**config.mk**
```make
export PLATFORM = sky130hd
export DESIGN_NAME = core_clk_gen
export DESIGN_NICKNAME = d
export VERILOG_FILES = /design/src/rtl/core_clk_gen.sv
export SDC_FILE = /design/constraint.sdc
export NUM_CORES = 1
export LEC_CHECK = 0
export ABC_AREA = 1
export BUFFER_PORTS_ARGS = -buffer_cell sky130_fd_sc_hd__buf_2
export CELL_PAD_IN_SITES_DETAIL_PLACEMENT = 2
export CELL_PAD_IN_SITES_GLOBAL_PLACEMENT = 2
export CORE_UTILIZATION = 30
export CTS_BUF_LIST = sky130_fd_sc_hd__clkbuf_8 sky130_fd_sc_hd__clkbuf_16
export DETAILED_ROUTE_END_ITERATION = 7
export GPL_ROUTABILITY_DRIVEN = 0
export PLACE_DENSITY_LB_ADDON = 0.15
export SETUP_SLACK_MARGIN = 0.5
export SLEW_MARGIN = 15
export SYNTH_ARGS = -nofsm -noshare
export SYNTH_HDL_FRONTEND = slang
export SYNTH_SLANG_ARGS = --single-unit
```
**constraint.sdc**
```tcl
create_clock -name clk -period 1.6 [get_ports clk]
set_input_delay 0.32 -clock clk [delete_from_list [all_inputs] [get_ports clk]]
set_output_delay 0.32 -clock clk [all_outputs]
set_load 0.01 [all_outputs]
```
**src/rtl/core_clk_gen.sv**
```systemverilog
// Core clock-enable generator: waits for PLL lock, holds it for LOCK_HOLD cycles,
// releases the core reset after RST_CE enable pulses, then produces core_ce from a
// phase accumulator and phi_ce on every PHI_DIV-th core_ce.
//
//   state     | meaning
//   WAIT_LOCK | PLL not locked; core held in reset, enables idle
//   HOLD      | counting consecutive lock cycles before starting the core
//   RST_OUT   | accumulator running, core_rst still asserted for RST_CE pulses
//   RUN       | normal operation, core_rst released
//   PAUSED    | debug stall; accumulator frozen, enables idle
module core_clk_gen #(
   parameter int          ACC_W     = 24,
   parameter int unsigned INC       = 5864062,
   parameter int          PHI_DIV   = 4,
   parameter int          LOCK_HOLD = 1024,
   parameter int          RST_CE    = 16
) (
   input  logic             clk,
   input  logic             rst,
   input  logic             pll_lock,
   input  logic             pause,
   input  logic             inc_load,
   input  logic [ACC_W-1:0] inc_val,
   output logic             core_ce,
   output logic             phi_ce,
   output logic             core_rst,
   output logic             running
);

   localparam int HOLD_W = $clog2(LOCK_HOLD + 1);
   localparam int PH_W   = $clog2(PHI_DIV + 1);
   localparam int PC_W   = $clog2(RST_CE + 1);

   typedef enum logic [2:0] {
      WAIT_LOCK = 3'd0,
      HOLD      = 3'd1,
      RST_OUT   = 3'd2,
      RUN       = 3'd3,
      PAUSED    = 3'd4
   } state_t;

   state_t              state_q, state_d;
   logic [ACC_W-1:0]    acc_q, acc_d;
   logic [ACC_W-1:0]    inc_q, inc_d;
   logic [HOLD_W-1:0]   hold_q, hold_d;
   logic [PH_W-1:0]     phase_q, phase_d;
   logic [PC_W-1:0]     pcnt_q, pcnt_d;
   logic                core_ce_q, core_ce_d;
   logic                phi_ce_q, phi_ce_d;
   logic                core_rst_q;
   logic                running_q;
   logic [ACC_W:0]      sum;
   logic                advance;

   assign sum = {1'b0, acc_q} + {1'b0, inc_q};

   // Next-state and datapath: lock loss outranks every other transition.
   always_comb begin
      state_d   = state_q;
      acc_d     = acc_q;
      inc_d     = inc_load ? inc_val : inc_q;
      hold_d    = hold_q;
      phase_d   = phase_q;
      pcnt_d    = pcnt_q;
      core_ce_d = 1'b0;
      phi_ce_d  = 1'b0;
      advance   = 1'b0;
      if (state_q != WAIT_LOCK && !pll_lock) begin
         state_d = WAIT_LOCK;
         acc_d   = '0;
      end else begin
         case (state_q)
            WAIT_LOCK: begin
               if (pll_lock) begin
                  state_d = HOLD;
                  hold_d  = '0;
               end
            end
            HOLD: begin
               if (hold_q == HOLD_W'(LOCK_HOLD - 1)) begin
                  state_d = RST_OUT;
                  acc_d   = '0;
                  phase_d = '0;
                  pcnt_d  = '0;
               end else begin
                  hold_d = hold_q + 1'b1;
               end
            end
            RST_OUT: begin
               advance = 1'b1;
               // The pulse being output now is counted; the last one releases the core.
               if (core_ce_q) begin
                  if (pcnt_q == PC_W'(RST_CE - 1)) state_d = RUN;
                  else                             pcnt_d  = pcnt_q + 1'b1;
               end
            end
            RUN: begin
               advance = 1'b1;
               if (pause) state_d = PAUSED;
            end
            PAUSED: begin
               if (!pause) state_d = RUN;
            end
            default: state_d = WAIT_LOCK;
         endcase
      end
      if (advance) begin
         acc_d     = sum[ACC_W-1:0];
         core_ce_d = sum[ACC_W];
         if (sum[ACC_W]) begin
            phi_ce_d = (phase_q == PH_W'(PHI_DIV - 1));
            phase_d  = phi_ce_d ? '0 : phase_q + 1'b1;
         end
      end
   end

   // State and registered outputs; core_rst/running follow the state being entered.
   always_ff @(posedge clk) begin
      if (rst) begin
         state_q    <= WAIT_LOCK;
         acc_q      <= '0;
         inc_q      <= ACC_W'(INC);
         hold_q     <= '0;
         phase_q    <= '0;
         pcnt_q     <= '0;
         core_ce_q  <= 1'b0;
         phi_ce_q   <= 1'b0;
         core_rst_q <= 1'b1;
         running_q  <= 1'b0;
      end else begin
         state_q    <= state_d;
         acc_q      <= acc_d;
         inc_q      <= inc_d;
         hold_q     <= hold_d;
         phase_q    <= phase_d;
         pcnt_q     <= pcnt_d;
         core_ce_q  <= core_ce_d;
         phi_ce_q   <= phi_ce_d;
         core_rst_q <= (state_d == WAIT_LOCK) || (state_d == HOLD) || (state_d == RST_OUT);
         running_q  <= (state_d == RUN);
      end
   end

   assign core_ce  = core_ce_q;
   assign phi_ce   = phi_ce_q;
   assign core_rst = core_rst_q;
   assign running  = running_q;

endmodule

```
Word-level counts from Yosys, hierarchy flattened
Cells that the tools add are included.

word-level totals
  output and inout port bits = 4
  register bits = 74
  input port bits = 29
  logic and storage cells = 76

operators by class
  reduce and logical (&&, ||, !) cells = 17
  add/subtract/negate cells = 4
  eq/ne operators = 15
  muxes and demuxes = 27
  bitwise gates (word level) = 3

operators by type and width
  operator                 number
  $mux W24                 4
  $mux W3                  13
  $add A24 B24 Y25         1
  $mux W11                 2
  $pmux W11 S2             1
  $eq A3 B2 Y1 const B     5
  $mux W5                  3
  $pmux W3 S5              1
  $add A11 B1 Y11 const B  1
  $eq A11 B10 Y1 const B   1
  $ne A2 B2 Y1 const B     5
  $pmux W5 S2              1
  $reduce_bool A3 Y1       3
  $eq A3 B1 Y1 const B     2
  $logic_not A3 Y1         2
  $add A5 B1 Y5 const B    1
  $eq A5 B4 Y1 const B     1
  $reduce_and A5 Y1        1
  $reduce_and A4 Y1        1
  $reduce_bool A2 Y1       2
  $reduce_or A2 Y1         2
  $add A3 B1 Y3 const B    1
  $eq A3 B3 Y1 const B     1
  $not A1 Y1               3
  6 further kinds          8

Longest topological paths before layout
  word-level depth = 8
  mapped depth = 12
  mapped depth without buffers = 12

Least setup slack after synthesis
OpenSTA, ideal clock, no wires.

  kind = reg2reg
  start point = register acc_q[0]
  end point = register phi_ce_q (netlist: phi_ce)
  slack = -118 ps
  data arrival time = 1,641 ps
  setup time = 78 ps
  cell stages (with the launch flop) = 11
  cells stage by stage = dfxtp_1 -> ha_1 -> inv_1 -> fa_1 -> o21ai_2 -> nand2_1 -> nand2_1 -> nand3_1 -> nand3_2 -> nand3_1 -> nor3_1

between the ends
  longest elaborated chain between the ends = 3

ends and longest elaborated chain
  element                     line  source
  from (decl)                 43    logic [ACC_W-1:0] acc_q, acc_d;
  from (signal assigned)      121   acc_q <= '0;
  from (signal assigned)      132   acc_q <= acc_d;
  $add A24 B24 Y25            55    assign sum = {1'b0, acc_q} + {1'b0, inc_q};
  $not A1 Y1 (no line)        -
  $reduce_or A3 Y1 (no line)  -
  to (signal assigned)        138   phi_ce_q <= phi_ce_d;
  to (decl)                   49    logic phi_ce_q, phi_ce_d;

Every way passes these cells.
A chain may end at the register's enable or synchronous reset.

Worst setup path after layout
  start point = register acc_q[0]
  end point = register phase_q[1]

between the ends
  longest elaborated chain between the ends = 3

ends and longest elaborated chain
  element               line  source
  $add A24 B24 Y25      55
  $mux W3               110   if (sum[ACC_W]) begin
  $mux W3               107   if (advance) begin
  to (signal assigned)  135   phase_q <= phase_d;
  to (decl)             46    logic [PH_W-1:0] phase_q, phase_d;

Every way passes these cells.

==> results_dict.tcl <==
set metrics [dict create \
    relSlewSlack_pct 68.84 \
    yosys_warnings 0 \
    holdWs_ns 0.1753 \
    ir_drop_uv 580.9 \
    use_met2_pct 59.84 \
    grt_pass1_wl_mm 38.64 \
    numCtsBuffers 9 \
    ios 33 \
    reg2reg_setup_slack_ns -0.39 \
    root_buffer "clkbuf_16" \
    drc_errors 0 \
    seq_area_frac_synth_pct 30.96 \
    area_growth_syn_to_layout_pct 67.83 \
    synth_area_mm2 0.004785 \
    grt_max_degree 37 \
    cts_max_path_buffers 2 \
    synth_seq_cells 74 \
    dpl.hpwl_mm 14.71 \
    crit_type "reg -> reg" \
    final_common_cell "nand2_1" \
    cts_tree "done" \
    dr.pass1.iters 4 \
    fmax_mhz 502.0 \
    combPwrFrac_pct 17.7 \
    io_buffers 32 \
    use_met3_pct 4.341 \
    switching_share_pct 30.57 \
    drt_wl_total_mm 31.25 \
    period_minus_slack_ns 1.992 \
    status "complete, but fails checks" \
    num_vias 6141 \
    clk_pin_slew_worst_paths_ns 0.07 \
    hold_viol_final 0 \
    antenna_found_initial 0 \
    gr-total-overflow 0 \
    powerDensity_mw_per_mm2 674.7 \
    synth_cell_type_count 38 \
    finClkSkew_ns 0.01314 \
    finalPower_uw 5418 \
    grt_use_met1_pct 34.71 \
    dieArea_mm2 0.01646 \
    drtIter0Drc 413 \
    avgRoutedWirePerCell_um 27.95 \
    hold_end "inc_q[16]" \
    num-nets-final 960 \
    initial_utilization_pct 31.13 \
    synth_top_cell_by_area "dfxtp_1" \
    clkPwrFrac_pct 46.4 \
    clk-insertion-delay-late_ns 0.37 \
    worst_slack_ns -0.3919 \
    synth_top_area_share_pct 30.96 \
    final_cell_mix "nand2_1 (164), inv_1 (86), buf_4 (75)" \
    rsz0062_at_grt "yes" \
    dieHeight_um 128.3 \
    antenna_cells 0 \
    worstMarginPinSlew_ns 0.4667 \
    cts_htree_levels 3 \
    critPathArrivalTime_ns 2.25 \
    p_sw_uw 1656 \
    coreArea_mm2 0.01537 \
    startpoint_type "flip-flop" \
    endpoint_kind "flip-flop" \
    final_cells 1118 \
    grt_usage_pct 31.60 \
    maxSlewViolCount 0 \
    power_frac_seq_pct 36.0 \
    syn_inst 767 \
    p_int_uw 3762 \
    top_usage_layer "met2" \
    dp_slack_ns -0.3746 \
    rr_endpoint "phase_q[1]" \
    period_share_pct 124.5 \
    critPathMaxFanout 7 \
    dp_cells 1063 \
    synth_nets 825 \
    hold_path_depth 3 \
    required_ns 1.86 \
    drive_gt1_share_pct 51.71 \
    viasPerCell 5.493 \
    fp.dieW_um 128.3 \
    r2r_start "acc_q[0]" \
    violations "setup timing" \
    holdCritPathClass "in -> reg" \
    worst_r2r_path_depth 11 \
    first_global_vias 6806 \
    synth_area_leaders "dfxtp_1 (31%), nand2_1 (20%), inv_1 (8.8%), ha_1 (7.3%), nand3_1 (6.6%)" \
    rows 45 \
    hold_start "inc_val[16]" \
    synth_area_per_cell_um2 6.238 \
    post-route-util_pct 52.24 \
    clock_sinks 74 \
    antenna_left 0 \
    power.leakage_uw 0.003545 \
    finalSetupViolations 47 \
    maxCapViolations 0 \
]
-- per-stage QoR --
step | setup TNS (ns) | cell area, µm²
after detailed placement | -5.713 | 5952
after global placement | -3.069 | 5952
after floorplan | -0.06453 | 5050
after global routing | -13.28 | 8030
final | -10.77 | 8030
after CTS | -2.952 | 7121
-- power groups by stage --
stage | clock [µW] | sequential [µW] | combinational, µW
after floorplan | 0 | 1960 | 323
after global placement | 0 | 1970 | 566
after detailed placement | 0 | 1970 | 597
after CTS | 2470 | 1940 | 726
after global routing | 2610 | 1950 | 997
final | 2510 | 1950 | 957
-- cell families after synthesis --
group,after synthesis,synth area share [%]
DFF,74,30.96
xor gates and xnor gates,4,0.7324
adders and majority gates,29,7.741
buffers and inverters,131,10.72
AOI/OAI and AO/OA,90,10.12
and+or+nand+nor,439,39.72
-- state kept, by name, indices dropped and copies added, names as in the netlist --
signal / flops
acc_q: 24
core_ce: 1
core_rst: 1
hold_q: 11
inc_q: 24
pcnt_q: 5
phase_q: 3
phi_ce: 1
running: 1
state_q: 3
-- routing by layer --
layer,part of all wire [%],up-vias
met5,0,-
met4,5.4,0
met1,38,3108
met2,52,207
met3,4.3,113
li1,-,2713
-- repair_timing --
action	4_1_cts	5_1_grt
pin swaps	34	81
hold buffers	0	0
gates resized for setup	174	205
buffers inserted	16	21
cloned	2	0
setup endpoints to repair	53	54
-- worst max-delay path by stage --
stage                    from    endpoint  cells past startpoint
floorplan            inc_q[0]  phase_q[0]                     11
global placement     acc_q[9]   acc_q[22]                     11
detailed placement   acc_q[8]   acc_q[22]                     11
CTS                  acc_q[0]  phase_q[2]                     11
global route        inc_q[21]   acc_q[22]                     11
finish               acc_q[0]  phase_q[1]                     11
-- Yosys cell counts (all sizes together) --
library cell,number
a21boi,3
a21oi,57
and3,1
buf,5
clkbuf,11
dfxtp,74
fa,1
ha,28
inv,115
nand2,258
nand3,65
nand3b,10
nand4,13
nor2,77
nor3,11
nor3b,1
o211ai,1
o21a,1
o21ai,25
o21bai,2
o22ai,1
or2,3
xnor2,1
xor2,3
-- worst max-delay path, stage by stage (launching register included) --
cell and delay, ns:
dfxtp_2 0.37, ha_4 0.16, inv_2 0.05, fa_2 0.35, o21ai_2 0.20, nand2_2 0.10, nand2_4 0.10, nand3_4 0.08
nand3_4 0.15, nand3_2 0.13, nand2_2 0.10, nor2_2 0.06
-- layout make-up --
type | instances | area [µm²]
clock buffers | 11 | 264.0
clock inverters | 5 | 83.83
fillers | 1686 | 7341
inverters | 115 | 467.9
multi-input cells | 562 | 4224
flip-flops and latches | 74 | 1546
well taps | 211 | 264.0
repair buffers | 139 | 1171
repair inverters | 1 | 8.758
(Power assumes the default switching activity.)
